[src/rtl/dadda_pkg.sv]
// rtl/dadda_pkg.sv - shared widths and product type for the Dadda multiplier family
package dadda_pkg;
  localparam int WIDTH_4 = 4;
  localparam int PROD_W  = 2 * WIDTH_4;

  typedef logic [PROD_W-1:0] prod_t;
endpackage

[src/rtl/dadda_4_if.sv]
// rtl/dadda_4_if.sv - operand/product bundle between a multiplier and its user
interface dadda_4_if;
  import dadda_pkg::*;

  logic [WIDTH_4-1:0] in1;
  logic [WIDTH_4-1:0] in2;
  logic [PROD_W-2:0]  out;
  logic               overflow;

  modport master (output in1, output in2, input out, input overflow);
  modport slave  (input in1, input in2, output out, output overflow);
endinterface

[src/rtl/dadda_fa.sv]
// rtl/dadda_fa.sv - 1-bit full adder cell; a half adder is this cell with i_cin tied low
module dadda_fa (
  input  logic i_a,
  input  logic i_b,
  input  logic i_cin,
  output logic o_sum,
  output logic o_cout
);
  assign o_sum  = i_a ^ i_b ^ i_cin;
  assign o_cout = (i_a & i_b) | (i_cin & (i_a ^ i_b));
endmodule

[src/rtl/dadda_4.sv]
// rtl/dadda_4.sv - registered unsigned 4x4 Dadda multiplier, one clock latency
// Optional build macro DADDA_APPROX_EN: columns 0..2 become OR-approximated, carry-free.
module dadda_4
  import dadda_pkg::*;
#(
  parameter int WIDTH = 4
) (
  input  logic      clk,
  input  logic      rst_n,
  dadda_4_if.slave  bus
);
  if (WIDTH != WIDTH_4) begin : g_bad_width
    $error("dadda_4: WIDTH must be 4");
  end

`ifdef DADDA_APPROX_EN
  localparam int FA_LO = 3;
`else
  localparam int FA_LO = 1;
`endif

  logic [3:0][3:0] w_pp;
  logic            w_s1_3, w_c1_3, w_s1_4, w_c1_4;
  logic            w_s2_3, w_c2_3, w_s2_4, w_c2_4, w_s2_5, w_c2_5;
  logic [6:FA_LO]  w_row_a, w_row_b, w_fs;
  logic [7:FA_LO]  w_fc;
  logic [2:0]      w_low;
  prod_t           w_prod;
  prod_t           r_prod;

  // w_pp[i][j] carries weight i+j
  for (genvar i = 0; i < 4; i++) begin : g_pp_row
    for (genvar j = 0; j < 4; j++) begin : g_pp_col
      assign w_pp[i][j] = bus.in1[j] & bus.in2[i];
    end
  end

  // Stage 1: max height 4 -> 3 (columns 3 and 4)
  dadda_fa u_s1_c3 (.i_a(w_pp[0][3]), .i_b(w_pp[1][2]), .i_cin(1'b0), .o_sum(w_s1_3), .o_cout(w_c1_3));
  dadda_fa u_s1_c4 (.i_a(w_pp[1][3]), .i_b(w_pp[2][2]), .i_cin(1'b0), .o_sum(w_s1_4), .o_cout(w_c1_4));

  // Stage 2: max height 3 -> 2 (columns 2..5; column 2 only in the exact build)
  dadda_fa u_s2_c3 (.i_a(w_s1_3), .i_b(w_pp[2][1]), .i_cin(w_pp[3][0]), .o_sum(w_s2_3), .o_cout(w_c2_3));
  dadda_fa u_s2_c4 (.i_a(w_s1_4), .i_b(w_pp[3][1]), .i_cin(w_c1_3),    .o_sum(w_s2_4), .o_cout(w_c2_4));
  dadda_fa u_s2_c5 (.i_a(w_pp[2][3]), .i_b(w_pp[3][2]), .i_cin(w_c1_4), .o_sum(w_s2_5), .o_cout(w_c2_5));

  assign w_row_a[6:3] = {w_pp[3][3], w_s2_5, w_s2_4, w_s2_3};
  assign w_row_b[6:4] = {w_c2_5, w_c2_4, w_c2_3};

`ifdef DADDA_APPROX_EN
  // Nothing crosses from column 2 into column 3
  assign w_row_b[3] = 1'b0;
  assign w_low[0]   = w_pp[0][0];
  assign w_low[1]   = w_pp[0][1] | w_pp[1][0];
  assign w_low[2]   = w_pp[0][2] | w_pp[1][1] | w_pp[2][0];
`else
  logic w_s2_2, w_c2_2;

  dadda_fa u_s2_c2 (.i_a(w_pp[0][2]), .i_b(w_pp[1][1]), .i_cin(1'b0), .o_sum(w_s2_2), .o_cout(w_c2_2));

  assign w_row_b[3]   = w_c2_2;
  assign w_row_a[2:1] = {w_s2_2, w_pp[0][1]};
  assign w_row_b[2:1] = {w_pp[2][0], w_pp[1][0]};
  assign w_low        = {w_fs[2], w_fs[1], w_pp[0][0]};
`endif

  // Final ripple-carry adder over the two remaining rows
  assign w_fc[FA_LO] = 1'b0;
  for (genvar k = FA_LO; k <= 6; k++) begin : g_cpa
    dadda_fa u_cpa (
      .i_a   (w_row_a[k]),
      .i_b   (w_row_b[k]),
      .i_cin (w_fc[k]),
      .o_sum (w_fs[k]),
      .o_cout(w_fc[k+1])
    );
  end

  assign w_prod = {w_fc[7], w_fs[6:3], w_low};

  always_ff @(posedge clk) begin
    if (!rst_n) begin
      r_prod <= '0;
    end else begin
      r_prod <= w_prod;
    end
  end

  assign bus.out      = r_prod[PROD_W-2:0];
  assign bus.overflow = r_prod[PROD_W-1];
endmodule

[src/flat_wrapper.sv]
// flat-port wrapper written by rule: the top's interface ports become plain ports
module dadda_4_flat import dadda_pkg::*;
#(
  parameter int WIDTH = 4
)
  (clk, rst_n, bus_in1, bus_in2, bus_out, bus_overflow);
  dadda_4_if bus_i ();
  input  logic clk;
  input  logic rst_n;
  input wire logic [$bits(bus_i.in1)-1:0] bus_in1;
  input wire logic [$bits(bus_i.in2)-1:0] bus_in2;
  output wire logic [$bits(bus_i.out)-1:0] bus_out;
  output wire logic [$bits(bus_i.overflow)-1:0] bus_overflow;
  assign bus_i.in1 = bus_in1;
  assign bus_i.in2 = bus_in2;
  assign bus_out = bus_i.out;
  assign bus_overflow = bus_i.overflow;
  dadda_4 #(.WIDTH(WIDTH)) u_core (.clk(clk), .rst_n(rst_n), .bus(bus_i));
endmodule
[config.mk]
export PLATFORM = sky130hd
export DESIGN_NAME = dadda_4_flat
export DESIGN_NICKNAME = d
export VERILOG_FILES = /design/src/rtl/dadda_pkg.sv /design/src/rtl/dadda_4_if.sv /design/src/rtl/dadda_fa.sv /design/src/rtl/dadda_4.sv /design/src/flat_wrapper.sv
export SDC_FILE = /design/constraint.sdc
export NUM_CORES = 1
export LEC_CHECK = 0
export CORE_UTILIZATION = 30
export CTS_BUF_LIST = sky130_fd_sc_hd__clkbuf_16
export DETAILED_ROUTE_END_ITERATION = 10
export SYNTH_ARGS = -nofsm -noshare
export SYNTH_HDL_FRONTEND = slang
export SYNTH_SLANG_ARGS = --single-unit
[constraint.sdc]
create_clock -name clk -period 5.2 [get_ports clk]
set_input_delay 0.52 -clock clk [delete_from_list [all_inputs] [get_ports clk]]
set_output_delay 0.52 -clock clk [all_outputs]
set_load 0.005 [all_outputs]
==> reports/metrics.yaml, run 1 <==
status: "complete, but fails checks"
violations: "DRC"
period_needed_ns: 3.74
cp-end-kind: "flip-flop"
start_util_pct: 33.6
largest_reg_flops: 8
crit_required_ns: 5.32
cp_max_fo: 4
ys_warn_count: 0
routed_wl_um: 767
fmax_mhz: 267
cp-start-kind: "input pin"
hold_buffers: 0
tightestPinTransition_ns: 0.195
num_io_pins: 18
post_drt_wl_per_cell_um: 9.35
ys_ff_latch: 8
path_class: "input pin to flip-flop"
vias_per_cell: 4.29
synth_cells: 46
postRouteAntennaNets: 0
firstDrtPassIters: 8
cts.htree.levels: 1
yosys.cell_types.count: 8
numCtsBuffers: 3
numPortBuffers: 17
cts_setup_buffers: 0
grt_max_degree: 9
slew_viol_final: 0
path_cells: "clkdlybuf4s50_1 > and2_1 > ha_1 > inv_1 > fa_1 > inv_1 > fa_1 > fa_1 > fa_1 > fa_1 > and2_2"
grt_pass1_vias: 333
drive_gt1_share_pct: 15.2
die_h_um: 44
ys_seq_area_share_pct: 30.3
path_buf_inv: 3
synthesis.area_um2: 529
maxCapViolations: 0
syn_area_per_cell_um2: 11.5
clock-sinks: 8
ir_drop_mv: 0.139
startpoint: "bus_in2[0]"
die_area_um2: 1940
clock_path_buffers: 2
setup_viol: 0
overflow: 0
dpl_worst_slack_ns: 1.19
place_congestion: 0.745
critPathMostFrequentCell: "fa_1"
p_per_area_nw_per_um2: 311
synthesis.nets: 68
top_regs: "u_core.r_prod: 8 flops"
min_period_over_period_pct: 72.0
fp.dieW_um: 44
setup_tns_ns: 0
crit_end: "u_core.r_prod[6]"
cts_root_buf: "clkbuf_16"
setup_slack_ns: 1.46
core_area_um2: 1580
grt_util_all_layers_pct: 10.3
grt_setup_unrepaired: "false"
cp.depth: 11
dp_hpwl_um: 659
hold_class: "input pin to flip-flop"
antenna_found_initial: 0
num_vias: 352
row_count: 14
leakage_nw: 0.365
timing.slew.headroom_pct: 86.9
syn_to_final_growth_pct: 50.1
cp_slowest_cell: "fa_1"
hold_viol: 0
layout.nets: 90
critPathMaxStageDelay_ns: 0.53
cts_tree: "yes"
ctsResizeCount: 0
drtIter0Drc: 5
clk_transition_reported_paths_ns: 0.03
antenna_cells: 0
drc_errors: 1
grt_first_pass_wirelength_um: 1370
critPathTopFamily: "adder cells"
arrival_ns: 3.86
top_register: "u_core.r_prod"
## worst min-delay path by stage
stage / startpoint / endpoint / slack (ns) / depth (start not counted)
2_1_floorplan: rst_n / u_core.r_prod[2] / 0.66 / 1
6_report: bus_in1[0] / u_core.r_prod[0] / 0.98 / 2
3_5_place_dp: bus_in1[0] / u_core.r_prod[0] / 1.21 / 2
4_1_cts: bus_in1[0] / u_core.r_prod[0] / 0.98 / 2
3_3_place_gp: bus_in1[0] / u_core.r_prod[0] / 1.22 / 2
5_1_grt: bus_in1[0] / u_core.r_prod[0] / 1.01 / 2
## through the flow
| stage | instances | cell area [µm²] | util [%] | hold WS [ns] | power, mW |
|---|---|---|---|---|---|
| global placement | 79 | 719 | 45.6 | 1.22 | 0.124 |
| finish | 82 | 795 | 50.4 | 0.977 | 0.247 |
| CTS | 82 | 795 | 50.4 | 0.976 | 0.251 |
| global route | 82 | 795 | 50.4 | 1.01 | 0.260 |
| detailed placement | 79 | 719 | 45.6 | 1.21 | 0.124 |
| floorplan | 46 | 529 | - | 0.656 | 0.0974 |
## cells in the final DEF, fill, tap and decap left out
master	n
clkdlybuf4s50_1	17
clkbuf_16	3
nand2_1	2
and2_1	13
and2_2	7
dfxtp_1	8
fa_1	8
and3_1	1
inv_1	3
ha_1	4
## kinds of logic (layout without fill, tap and decap cells)
kind of cell / count (synthesis) / count (layout) / share of synthesized area (%)
adders and majority gates: 12 / 12 / 39.7
buffers and inverters: 3 / 23 / 2.13
DFF: 8 / 8 / 30.3
and+or+nand+nor: 23 / 23 / 27.9
## cell type report
| class | count | area (µm²) |
|---|---|---|
| fillers | 152 | 782 |
| multi-input cells | 35 | 358 |
| repair buffers | 17 | 170 |
| well taps | 16 | 20.0 |
| clock buffers | 3 | 75.1 |
| flip-flops and latches | 8 | 160 |
| inverters | 3 | 11.3 |
## power breakdown
part / internal [mW] / switching, mW / leakage, nW
sequential: 0.0690 / 0.00138 / 0.0661
combinational: 0.0327 / 0.0189 / 0.262
clock: 0.0987 / 0.0262 / 0.0370
## cell usage after synthesis
| cell type | count | area, µm² |
|---|---|---|
| and2_1 | 13 | 81.3 |
| dfxtp_1 | 8 | 160 |
| fa_1 | 8 | 160 |
| and2_2 | 7 | 52.6 |
| ha_1 | 4 | 50.1 |
| inv_1 | 3 | 11.3 |
| nand2_1 | 2 | 7.51 |
| and3_1 | 1 | 6.26 |
## layer usage
layer  track usage (%)  share of wire [%]  wire length (µm)  vias up
met1              11.5                 47               361      151
met5                 0                  0                 0        -
met2              15.0                 43               327       15
met4              10.9                3.7                28        0
met3              2.92                6.5                50        4
li1                  -                  -                 -      182
Note: power is estimated with default switching activity, not from simulation.
==> run 2, diff against run 1 <==
==> constraint.sdc (replaced) <==
create_clock -name clk -period 3.8 [get_ports clk]
set_input_delay 0.38 -clock clk [delete_from_list [all_inputs] [get_ports clk]]
set_output_delay 0.38 -clock clk [all_outputs]
set_load 0.005 [all_outputs]
==> run 2 against run 1 <==
  * The run still ends with DRC left
  * Sequential power grew 37%
  * First-iteration DRC count unchanged
  * Via count increased by 2.0%
  * Highest routed layer is now met3
==> reports/metrics.yaml, run 2 (synthesis gave the netlist of run 1 again) <==
crit_required_ns: 3.92
min_period_over_period_pct: 95.4
hold_viol: 0
overflow: 0
violations: "DRC"
top_regs: "u_core.r_prod: 8 flops"
cts.htree.levels: 1
hold_buffers: 0
maxCapViolations: 0
grt_pass1_vias: 373
syn_to_final_growth_pct: 54.4
leakage_nw: 0.379
die_h_um: 44
p_per_area_nw_per_um2: 415
period_needed_ns: 3.62
num_vias: 359
num_io_pins: 18
grt_first_pass_wirelength_um: 1440
cts_root_buf: "clkbuf_16"
ir_drop_mv: 0.174
routed_wl_um: 811
post_drt_wl_per_cell_um: 9.54
hold-path-cell-count: 2
final_core_util_pct: 51.8
status: "complete, but fails checks"
row_count: 14
whs_ns: 0.807
fmax_mhz: 276
postRouteAntennaNets: 0
placed_area_um2: 742
tightestPinTransition_ns: 0.194
cp-start-kind: "input pin"
firstDrtPassIters: 8
drive_gt1_share_pct: 18.8
numCtsBuffers: 3
setup_viol: 0
grt_setup_unrepaired: "false"
largest_reg_flops: 8
vias_per_cell: 4.22
slew_viol_final: 0
drc_errors: 1
clock_path_buffers: 2
stdcell_area_um2: 817
core_area_um2: 1580
arrival_ns: 3.74
ctsResizeCount: 0
top_register: "u_core.r_prod"
drtIter0Drc: 5
grt_util_all_layers_pct: 10.5
clock-sinks: 8
cts_setup_buffers: 0
cp_max_fo: 4
numPortBuffers: 17
hold_class: "input pin to flip-flop"
power_uw: 339
path_class: "input pin to flip-flop"
fp.dieW_um: 44
setup_tns_ns: 0
most-common-layout-cells: "clkdlybuf4s50_1, and2_1, fa_1, dfxtp_1, and2_2"
timing.slew.headroom_pct: 87.0
start_util_pct: 33.6
antenna_cells: 0
dp_hpwl_um: 709
cts_tree: "yes"
die_area_um2: 1940
clk_transition_reported_paths_ns: 0.03
place_congestion: 0.716
final_common_cell: "clkdlybuf4s50_1"
antenna_found_initial: 0
cp-end-kind: "flip-flop"
grt_max_degree: 9
layout.nets: 93
-- run 2: cell types whose count changed in the layout (fill, tap and decap cells not counted), sizes merged --
cell  change
buf       +3
-- run 2: through the flow --
step,worst slack [ns],instances
global placement,-0.0243,82
floorplan,0.527,46
finish,0.175,85
global route,0.0374,85
detailed placement,-0.0693,82
CTS,0.158,85
-- run 2: layer usage --
layer	routed length, µm	GRT usage [%]	up-vias
met2	367	17.9	13
met5	0	0	-
met1	400	11.3	160
met3	44	2.50	0
li1	-	-	186
met4	0	7.27	0
-- run 2: final timing paths --
path	from	to	slack, ns
max	bus_in2[0]	u_core.r_prod[6]	0.18
min	bus_in1[0]	u_core.r_prod[0]	0.81
-- run 2: worst max-delay path, stage by stage --
cell and delay, ns:
clkdlybuf4s50_1 0.45, and2_1 0.18, ha_1 0.28, inv_1 0.06, fa_1 0.53, inv_1 0.05
fa_1 0.43, fa_1 0.39, fa_1 0.39, fa_1 0.42, and2_2 0.17
-- run 2: cell type report --
class | count | area [µm²]
timing repair buffer | 20 | 193
inverter | 3 | 11.3
multi-input combinational | 35 | 358
sequential | 8 | 160
fill | 152 | 759
clock buffer | 3 | 75.1
tap | 16 | 20.0
-- run 2: power breakdown --
part	switching (mW)	internal (mW)	total, mW
clock	0.0348	0.135	0.170
sequential	0.00197	0.0944	0.0964
combinational	0.0265	0.0467	0.0732
==> run 3, diff against run 2 <==
--- a/config.mk
+++ b/config.mk
@@ -5,9 +5,11 @@
 export SDC_FILE = /design/constraint.sdc
 export NUM_CORES = 1
 export LEC_CHECK = 0
+export ABC_AREA = 0
 export CORE_UTILIZATION = 30
 export CTS_BUF_LIST = sky130_fd_sc_hd__clkbuf_16
 export DETAILED_ROUTE_END_ITERATION = 10
 export SYNTH_ARGS = -nofsm -noshare
 export SYNTH_HDL_FRONTEND = slang
+export SYNTH_HIERARCHICAL = 1
 export SYNTH_SLANG_ARGS = --single-unit
==> run 3 against run 2 <==
  * The flow now finishes without violations
  * Synthesized cell count shrank 4.3%
  * Die area grew 5.0%
  * Total power up 14%
  * Count of clock-buffer cells in the layout is the same
  * Critical path depth fell by 2
  * Non-clock buffer count up 2
  * Final area up 8.6%
  * Sequential share of layout area decreased by 1.5 points
  * Hold slack worse by 0.26 ns
  * Worst setup slack worse by 0.084 ns
  * Clock power is essentially flat
  * Largest cell class unchanged
==> reports/metrics.yaml, run 3 <==
status: "finished clean"
synth_cells: 44
num_vias: 382
cp-start-kind: "input pin"
setup_viol: 0
grtUsageMet1_pct: 11.6
n_fill_cell: 166
setup_tns_ns: 0
final-instance-count-excl-fill: 97
synthesis.area_um2: 557
synth_area_leaders: "fa_1, dfxtp_1, and2_1"
routed_wl_um: 931
grt_first_pass_wirelength_um: 1510
arrival_ns: 3.83
dp_hpwl_um: 800
top_register: "u_core/r_prod"
grt_setup_unrepaired: "false"
row_count: 15
numCtsBuffers: 3
vias_per_cell: 3.94
synth.top_cell.area_share_pct: 43.1
ir_drop_mv: 0.164
top_regs: "u_core/r_prod: 8 flops"
die_area_um2: 2030
placed_area_um2: 807
maxCapViolations: 0
clock-sinks: 8
clock_path_buffers: 2
ys_seq_area_share_pct: 28.8
die_h_um: 45.1
syn_area_per_cell_um2: 12.7
stdcell_area_um2: 887
cp-end-kind: "flip-flop"
leakage_nw: 0.397
whs_ns: 0.549
syn_to_final_growth_pct: 59.3
numPortBuffers: 17
largest_reg_flops: 8
drive_gt1_share_pct: 20.8
drtIter0Drc: 3
cts_root_buf: "clkbuf_16"
overflow: 0
async_reset_ff_share_pct: 0
fp.dieW_um: 45.1
cp_max_fo: 2
final_core_util_pct: 51.4
grt_max_degree: 9
firstDrtPassIters: 2
crit_required_ns: 3.92
ys_ff_latch: 8
postRouteAntennaNets: 0
hold_viol: 0
period_needed_ns: 3.71
placed_cells: 94
antenna_found_initial: 0
ys_warn_count: 6
met3_usage_pct: 2.40
grt_pass1_vias: 371
core_area_um2: 1730
start_util_pct: 32.2
antenna_cells: 0
path_class: "input pin to flip-flop"
fmax_mhz: 270
busiest_layer: "met2"
grt_util_all_layers_pct: 11.3
cts_tree: "yes"
layout.nets: 96
hold_class: "input pin to flip-flop"
post_drt_wl_per_cell_um: 9.60
slew_viol_final: 0
drc_errors: 0
yosys.cell_types.count: 6
use_met2_pct: 18.6
num_io_pins: 18
synth_common_cells: "and2_1, fa_1, dfxtp_1"
synth_edf_count: 0
min_period_over_period_pct: 97.6
hold_buffers: 0
synth.most_common_cell: "and2_1"
yosysTopAreaCell: "fa_1"
cts.htree.levels: 1
clk_transition_reported_paths_ns: 0.03
ys.flop_type: "dfxtp_1"
place_congestion: 0.740
p_per_area_nw_per_um2: 436
most-common-layout-cells: "clkdlybuf4s50_1, and2_1, fa_1"
run 3: stage by stage:
| step | total power [mW] | setup WS, ns |
|---|---|---|
| finish | 0.386 | 0.0909 |
| global route | 0.409 | 0.00455 |
| CTS | 0.393 | 0.0252 |
| detailed placement | 0.218 | -0.224 |
| global placement | 0.216 | -0.191 |
| floorplan | 0.162 | 0.344 |
run 3: power breakdown:
part | internal (mW) | total, mW | switching (mW) | leakage [nW]
clock | 0.135 | 0.173 | 0.0378 | 0.0370
combinational | 0.0704 | 0.110 | 0.0397 | 0.294
sequential | 0.100 | 0.103 | 0.00298 | 0.0663
run 3: timing repair:
item | in CTS | in global routing
buffers inserted | 0 | 0
endpoints found under the setup margin | 0 | 1
resized for setup | 0 | 2
run 3: worst max-delay path, stage by stage:
cell,delay (ns)
clkdlybuf4s50_1,0.42
and2_1,0.18
fa_1,0.56
fa_1,0.44
fa_1,0.44
fa_1,0.39
fa_1,0.39
fa_1,0.43
and2_2,0.19
run 3: kinds of logic after synthesis:
kind of cell	share of synthesized area, %
and+or+nand+nor	27.4
adders and majority gates	43.1
DFF	28.8
other	0.674
run 3: path summary, 6_finish.rpt:
path,start,end,slack (ns),cells past startpoint
max,bus_in1[3],u_core/r_prod[6],0.09,9
min,bus_in2[0],u_core/r_prod[0],0.55,3
run 3: per-layer routing:
layer	wire, µm	share of wire, %	vias to the layer above
li1	-	-	184
met1	400	43	180
met2	458	49	14
met3	40	4.3	4
met4	31	3.3	0
met5	0	0	-
run 3: layout make-up:
class                           instances  area (µm²)  share of cell area (%)
Tap cell                               25        31.3                    3.53
Clock buffer                            3        75.1                    8.46
Multi-Input combinational cell         39         408                    46.0
Sequential cell                         8         160                    18.1
Timing Repair Buffer                   22         213                    24.0
